### src/rtl/pattern_generator_ec.sv
// pattern_generator_ec: turns letter requests (E, C, space) into the two-symbol
// {OutputMSB, OutputLSB} stream expected by the EC pattern detector, followed by
// GAP_CYCLES idle symbols. All outputs are registered.
// Optional build macro PATTERN_GEN_SYM_COUNT_EN adds a saturating 16-bit sym_count.
module pattern_generator_ec #(
    parameter int unsigned GAP_CYCLES = 1
) (
    input  logic        clk,
    input  logic        rst_n,
    input  logic        letter_valid,
    input  logic [1:0]  letter_code,
    output logic        letter_ready,
    output logic        OutputMSB,
    output logic        OutputLSB,
    output logic        sym_valid,
    output logic        done,
`ifdef PATTERN_GEN_SYM_COUNT_EN
    output logic [15:0] sym_count,
`endif
    output logic        err
);

    localparam logic [1:0] CodeE     = 2'b00;
    localparam logic [1:0] CodeC     = 2'b01;
    localparam logic [1:0] CodeSpace = 2'b10;
    localparam logic [1:0] CodeRsvd  = 2'b11;
    // Gap counter starts at 1 on entry, so the last gap cycle is when it equals GAP_CYCLES.
    localparam logic [3:0] GapLast   = 4'(GAP_CYCLES);

    typedef enum logic [1:0] {StIdle, StHalf1, StHalf2, StGap} state_e;

    state_e     state_q, state_d;
    logic [1:0] code_q, code_d;
    logic [3:0] gap_cnt_q, gap_cnt_d;
    logic       ready_q, ready_d;
    logic       msb_q, msb_d;
    logic       lsb_q, lsb_d;
    logic       sv_q, sv_d;
    logic       done_q, done_d;
    logic       err_q, err_d;
    logic       accept;

    // Next-state logic: letter sequencing and gap counting.
    always_comb begin
        state_d   = state_q;
        code_d    = code_q;
        gap_cnt_d = gap_cnt_q;
        err_d     = 1'b0;
        accept    = ready_q && letter_valid;
        unique case (state_q)
            StIdle: begin
                if (accept) begin
                    if (letter_code == CodeRsvd) begin
                        err_d = 1'b1;
                    end else begin
                        state_d = StHalf1;
                        code_d  = letter_code;
                    end
                end
            end
            StHalf1: state_d = StHalf2;
            StHalf2: begin
                if (GAP_CYCLES > 0) begin
                    state_d   = StGap;
                    gap_cnt_d = 4'd1;
                end else begin
                    state_d = StIdle;
                end
            end
            StGap: begin
                if (gap_cnt_q == GapLast) begin
                    state_d   = StIdle;
                    gap_cnt_d = 4'd0;
                end else begin
                    gap_cnt_d = gap_cnt_q + 4'd1;
                end
            end
            default: state_d = StIdle;
        endcase
    end

    // Output decode from the upcoming state so every output is a plain register.
    always_comb begin
        msb_d   = 1'b0;
        lsb_d   = 1'b1;
        sv_d    = 1'b0;
        done_d  = 1'b0;
        ready_d = (state_d == StIdle);
        case (state_d)
            StHalf1: begin
                sv_d = 1'b1;
                {msb_d, lsb_d} = (code_d == CodeSpace) ? 2'b01 : 2'b11;
            end
            StHalf2: begin
                sv_d   = 1'b1;
                done_d = 1'b1;
                case (code_d)
                    CodeE:   {msb_d, lsb_d} = 2'b10;
                    CodeC:   {msb_d, lsb_d} = 2'b00;
                    default: {msb_d, lsb_d} = 2'b01;
                endcase
            end
            default: ;
        endcase
    end

    // State and output registers; reset aborts any letter in progress.
    always_ff @(posedge clk or negedge rst_n) begin
        if (!rst_n) begin
            state_q   <= StIdle;
            code_q    <= CodeE;
            gap_cnt_q <= 4'd0;
            ready_q   <= 1'b0;
            msb_q     <= 1'b0;
            lsb_q     <= 1'b1;
            sv_q      <= 1'b0;
            done_q    <= 1'b0;
            err_q     <= 1'b0;
        end else begin
            state_q   <= state_d;
            code_q    <= code_d;
            gap_cnt_q <= gap_cnt_d;
            ready_q   <= ready_d;
            msb_q     <= msb_d;
            lsb_q     <= lsb_d;
            sv_q      <= sv_d;
            done_q    <= done_d;
            err_q     <= err_d;
        end
    end

    assign letter_ready = ready_q;
    assign OutputMSB    = msb_q;
    assign OutputLSB    = lsb_q;
    assign sym_valid    = sv_q;
    assign done         = done_q;
    assign err          = err_q;

`ifdef PATTERN_GEN_SYM_COUNT_EN
    logic [15:0] sym_count_q;

    // Saturating count of cycles that carried a letter symbol.
    always_ff @(posedge clk or negedge rst_n) begin
        if (!rst_n) begin
            sym_count_q <= 16'd0;
        end else if (sv_q && (sym_count_q != 16'hFFFF)) begin
            sym_count_q <= sym_count_q + 16'd1;
        end
    end

    assign sym_count = sym_count_q;
`endif

endmodule

### config.mk
export PLATFORM = sky130hd
export DESIGN_NAME = pattern_generator_ec
export DESIGN_NICKNAME = d
export VERILOG_FILES = /design/src/rtl/pattern_generator_ec.sv
export SDC_FILE = /design/constraint.sdc
export NUM_CORES = 1
export LEC_CHECK = 0
export ABC_AREA = 0
export CORE_AREA = 3 3 43 45
export DETAILED_ROUTE_END_ITERATION = 10
export DIE_AREA = 0 0 46 48
export GPL_TIMING_DRIVEN = 0
export SYNTH_ARGS = -nofsm -noshare
export SYNTH_HDL_FRONTEND = slang
export SYNTH_SLANG_ARGS = --single-unit
### constraint.sdc
create_clock -name clk -period 1.2 [get_ports clk]
set_clock_uncertainty 0.1 [all_clocks]
set_input_delay 0.24 -clock clk [delete_from_list [all_inputs] [get_ports clk]]
set_output_delay 0.24 -clock clk [all_outputs]
set_load 0.03 [all_outputs]
# Word-level counts from Yosys, hierarchy flattened
# Index checks and enable logic that the tools add are counted.
totals:
  regBits: 14
  latchBits: 0
  mem_bits_rw: 0
  mem_bits_ro: 0
  input_bits: 5
  output_inout_bits: 6
  word_cells: 45
  n_memories: 0
classes:
  add_sub_neg: 1
  n_mul: 0
  n_div: 0
  order_cmp: 0
  eq_ne: 9
  shift: 0
  n_mux: 19
  n_bitwise: 0
  n_reduce_logical: 7
op_table:
  columns: ["cell", "n"]
  rows:
  - ["two-way mux 2 bit", 7]
  - ["equality test 2 bit, second input constant", 5]
  - ["one-hot mux 2 bit (4 select lines)", 1]
  - ["one-hot mux 4 bit (2 select lines)", 1]
  - ["two-way mux 1 bit", 7]
  - ["equality test 2 x 1 -> 1 bit, second input constant", 3]
  - ["logical NOT 2 bit", 3]
  - ["adder 4 x 1 -> 4 bit, second input constant", 1]
  - ["equality test 4 x 1 -> 1 bit, second input constant", 1]
  - ["two-way mux 4 bit", 1]
  - ["one-hot mux 1 bit (2 select lines)", 2]
  - ["OR reduction 2 bit", 2]
  - ["nonzero test 2 bit", 1]
  - ["logical AND 1 bit", 1]

# Logic depth before layout (Yosys ltp)
logic_depth:
  ltp_word: 8
  depth_mapped: 5
  ltp_nobuf: 5

# Worst setup path before layout
# Ideal clock, no wire load.
synth_path:
  kind: "register -> register"
  start: "register gap_cnt_q[1]"
  end: "register state_q[0]"
  setup_time_ps: 118
  arrival_time_ps: 1038
  path_slack_ps: -56
  path_stages_with_launch: 6
  n_path_buf: 0
  path_cell_list: "dfrtp_1 inv_1 ha_1 nor3b_2 nand2_1 a21o_1"
synth_via:
  elab_chain_cells: 3
synth_lines:
  columns: ["item", "line_no", "text"]
  rows:
  - ["start, declared", "34", "logic [3:0] gap_cnt_q, gap_cnt_d;"]
  - ["start signal, assigned", "122", "gap_cnt_q <= gap_cnt_d;"]
  - ["equality test 4 x 1 -> 1 bit", "71", "if (gap_cnt_q == GapLast) begin"]
  - ["two-way mux 2 bit", "71", null]
  - ["one-hot mux 2 bit (4 select lines)", "50", "unique case (state_q)"]
  - ["named net state_d[0]", "32", "state_e state_q, state_d;"]
  - ["end signal, assigned", "110", "state_q <= StIdle;"]
  - ["end signal, assigned", "120", "state_q <= state_d;"]
  - ["end, declared", "32", null]
# The timed path passes the listed nets, and every way through them passes these cells.
# A chain may end at the register's enable or synchronous reset.

# Worst setup path after layout
layout_path:
  start: "register gap_cnt_q[0]"
  end: "register gap_cnt_q[2]"
layout_via:
  elab_chain_cells: 3
  word_cells_on_any_way: 4
  cone_classes: "add/sub: 1; eq/ne: 1; mux: 2"
layout_lines:
  columns: ["item", "line_no"]
  rows:
  - ["adder 4 x 1 -> 4 bit / equality test 4 x 1 -> 1 bit (equally long branches)", "75, 71"]
  - ["two-way mux 4 bit (*)", "71"]
  - ["one-hot mux 4 bit (2 select lines) (*)", "50"]
# Mark *: on every way between the ends. The rest lies on a longest branch, timed or not.

==> impl_metrics.json <==
{
  "ys_seq_area_frac": 0.578,
  "violations": "negative setup slack",
  "fmax_mhz": 717,
  "worst_setup_path_end_kind": "register",
  "final_cells": 91,
  "netlist_area_um2": 608,
  "outcome": "finished, violations left",
  "slew_headroom": 0.584,
  "htreeDepth": 1,
  "drt_first_pass_iters": 4,
  "placedCellCount": 77,
  "crit_chain": "ha_4 -> nor3b_4 -> buf_4 -> o41ai_2",
  "grt_pass1_vias": 405,
  "synth.distinct_cells": 25,
  "synthTopCellsByArea": "dfrtp_1 (53%), dfstp_2 (4.3%), ha_1 (4.1%), buf_6 (3.7%), nor2_1 (3.1%)",
  "crit_fanout": 5,
  "synth_top_cell_by_area": "dfrtp_1",
  "nFillCells": 129,
  "cp-start-kind": "register",
  "drt_iter0_markers": 6,
  "via_per_inst": 5.31,
  "criticalPathCategory": "register to register",
  "layout.area.seq_um2": 355,
  "rrSetupSlack_ns": -0.20,
  "cts_tree": "done",
  "finalCriticalPeriod_ns": 1.40,
  "cts_made_buffers": 3,
  "antenna_found_initial": 0,
  "postLayoutCoreUtil": 0.576,
  "path_clk_slew_ns": 0.09,
  "die_h_um": 48,
  "tightest_slew_ns": 0.623,
  "grt-ovfl-total": 0,
  "reg2reg_from": "gap_cnt_q[0]$_DFFE_PN0P_",
  "hold_viol": 0,
  "wl_um": 1310,
  "fin_ws_ns": -0.196,
  "fp-row-count": 14,
  "synth-edff-count": 0,
  "grt_start_max_net_pins": 15,
  "max_stage_delay_ns": 0.44,
  "leakagePower_nw": 0.399,
  "grt_pass1_wl_um": 1710,
  "gp_congestion": 0.702,
  "diodes": 0,
  "syn_inst": 51,
  "clk_latency_ns": 0.28,
  "synthDominantCellAreaShare": 0.535,
  "cp.arrival_ns": 1.47,
  "dp_hpwl_um": 717,
  "nNetsFinal": 83,
  "drc": 0,
  "maxSlewViolCount": 0,
  "drive_gt1_frac": 0.493,
  "r2r_end": "gap_cnt_q[2]$_DFFE_PN0P_",
  "ys_seq_elements": 14,
  "cp-endpoint": "gap_cnt_q[2]$_DFFE_PN0P_",
  "die_w_um": 46,
  "p_per_area_nw_per_um2": 2540,
  "wire_per_inst_um": 14.4,
  "cp_slowest_cell": "dfrtp_2",
  "cp_data_required_time_ns": 1.28,
  "min_path_type": "primary input to async pin",
  "grt_usage": 0.113,
  "pin_count": 11,
  "reg2reg_depth": 4,
  "ant_nets": 0,
  "rsz0062_at_grt": "yes",
  "ys.flop_type": "dfrtp_1",
  "core_um2": 1510,
  "crit_start": "gap_cnt_q[0]$_DFFE_PN0P_",
  "fp.dieArea_um2": 2210,
  "vdd_ir_drop_max_mv": 1.45,
  "io_buffers": 10,
  "avgSynthCellArea_um2": 11.9,
  "async_reset_ff_frac": 1.00,
  "synth_fp_nets": 58,
  "clock_sinks": 14,
  "maxCapViolCount": 0,
  "initial_core_util": 0.404,
  "vias": 483,
  "syn2layout_area_growth_pct": 42.6,
  "fin_crit_sh": 1.16,
  "multiInputGateArea_um2": 268,
  "finalSetupViolCount": 10,
  "synth_warnings": 0,
  "cts-root-buf": "clkbuf_4",
  "clock_path_buffers": 2
}
-- sequential cells by signal, indices dropped and copies added (netlist names) --
| register | flops |
|---|---|
| OutputLSB | 1 |
| OutputMSB | 1 |
| code_q | 2 |
| done | 1 |
| err | 1 |
| gap_cnt_q | 4 |
| letter_ready | 1 |
| state_q | 2 |
| sym_valid | 1 |
-- layout by cell type, fill, tap and decap left out, drive strengths merged --
| master | synthesis | routed |
|---|---|---|
| nand4bb | 1 | 1 |
| clkbuf | 0 | 4 |
| inv | 3 | 3 |
| o41ai | 1 | 1 |
| a21oi | 2 | 2 |
| dfrtp | 13 | 13 |
| o311ai | 1 | 1 |
| a21o | 1 | 1 |
| o32ai | 1 | 1 |
| or2 | 1 | 1 |
| nand2b | 1 | 1 |
| o21a | 1 | 1 |
| clkdlybuf4s50 | 0 | 4 |
| nand2 | 4 | 4 |
| buf | 2 | 18 |
| dfstp | 1 | 1 |
| o22a | 2 | 2 |
| o21ai | 2 | 2 |
| nand3 | 2 | 2 |
| nor3b | 1 | 1 |
| nor2 | 5 | 5 |
| nor2b | 2 | 2 |
| o22ai | 1 | 1 |
| and2 | 1 | 1 |
| ha | 2 | 2 |
-- power by group --
group,switching (mW),internal (mW)
Combinational,0.516,0.552
Sequential,0.143,0.656
Clock,0.153,0.184
-- worst max-delay path, delay by kind of cell, from the launching register on --
kind            cells  cell delay, ns
simple gates        1            0.17
buf+inv             1            0.15
fa+ha+maj           1            0.17
compound gates      1            0.27
flops               1            0.44
-- stage by stage --
stage	area [um^2]	setup WS (ns)	hold WS (ns)	power (mW)	setup TNS, ns
3_3_place_gp	736	-0.285	0.360	1.53	-2.07
3_5_place_dp	736	-0.298	0.353	1.54	-2.05
2_1_floorplan	616	-0.0367	-0.156	1.29	-0.0585
4_1_cts	805	-0.0984	0.259	1.98	-0.525
5_1_grt	867	-0.276	0.283	2.36	-1.56
6_report	867	-0.196	0.246	2.21	-1.00
-- synth_stat cells, types with 2 or more instances --
library cell / instances
buf_6: 2
inv_1: 3
ha_1: 2
o22a_1: 2
o21ai_0: 2
nor2_1: 5
nand3_1: 2
dfrtp_1: 13
nand2_1: 4
-- area by class of cell --
| cell class | count | area share |
|---|---|---|
| Timing Repair Buffer | 21 | 0.190 |
| Inverter | 3 | 0.0130 |
| Buffer | 1 | 0.0130 |
| Multi-Input combinational cell | 32 | 0.309 |
| Clock buffer | 4 | 0.0418 |
| Tap cell | 16 | 0.0231 |
| Sequential cell | 14 | 0.410 |
-- logic make-up after synthesis --
| group | after synthesis | share of synthesized area |
|---|---|---|
| AND/OR/NAND/NOR | 18 | 0.167 |
| flip-flops | 14 | 0.578 |
| AO/OA/AOI/OAI | 12 | 0.158 |
| buffers and inverters | 5 | 0.0556 |
| adder cells (fa/ha/maj) | 2 | 0.0411 |
-- layer usage --
metal | vias up | GRT usage | wire [um]
li1 | 224 | - | -
met1 | 243 | 0.158 | 569
met2 | 12 | 0.151 | 661
met3 | 4 | 0.0226 | 56
met4 | 0 | 0.0852 | 24
met5 | - | 0 | 0
-- what timing repair did --
action,in CTS,in global routing
pin swaps,4,8
endpoints found under the setup margin,15,12
resized for setup,35,12
hold endpoints to repair,0,0
hold buffers,0,0
buffers inserted,7,4
-- worst min-delay path by stage --
stage                              from             endpoint  slack [ns]  cells after the start
floorplan                         rst_n  OutputMSB$_DFF_PN0_       -0.16                      0
global placement    code_q[0]$_DFF_PN0_  OutputMSB$_DFF_PN0_        0.36                      1
detailed placement  code_q[0]$_DFF_PN0_  OutputMSB$_DFF_PN0_        0.35                      1
CTS                               rst_n  sym_valid$_DFF_PN0_        0.26                      1
global route                      rst_n  OutputMSB$_DFF_PN0_        0.28                      1
finish                            rst_n  OutputMSB$_DFF_PN0_        0.25                      1
Power figures use the tool's default switching activity.
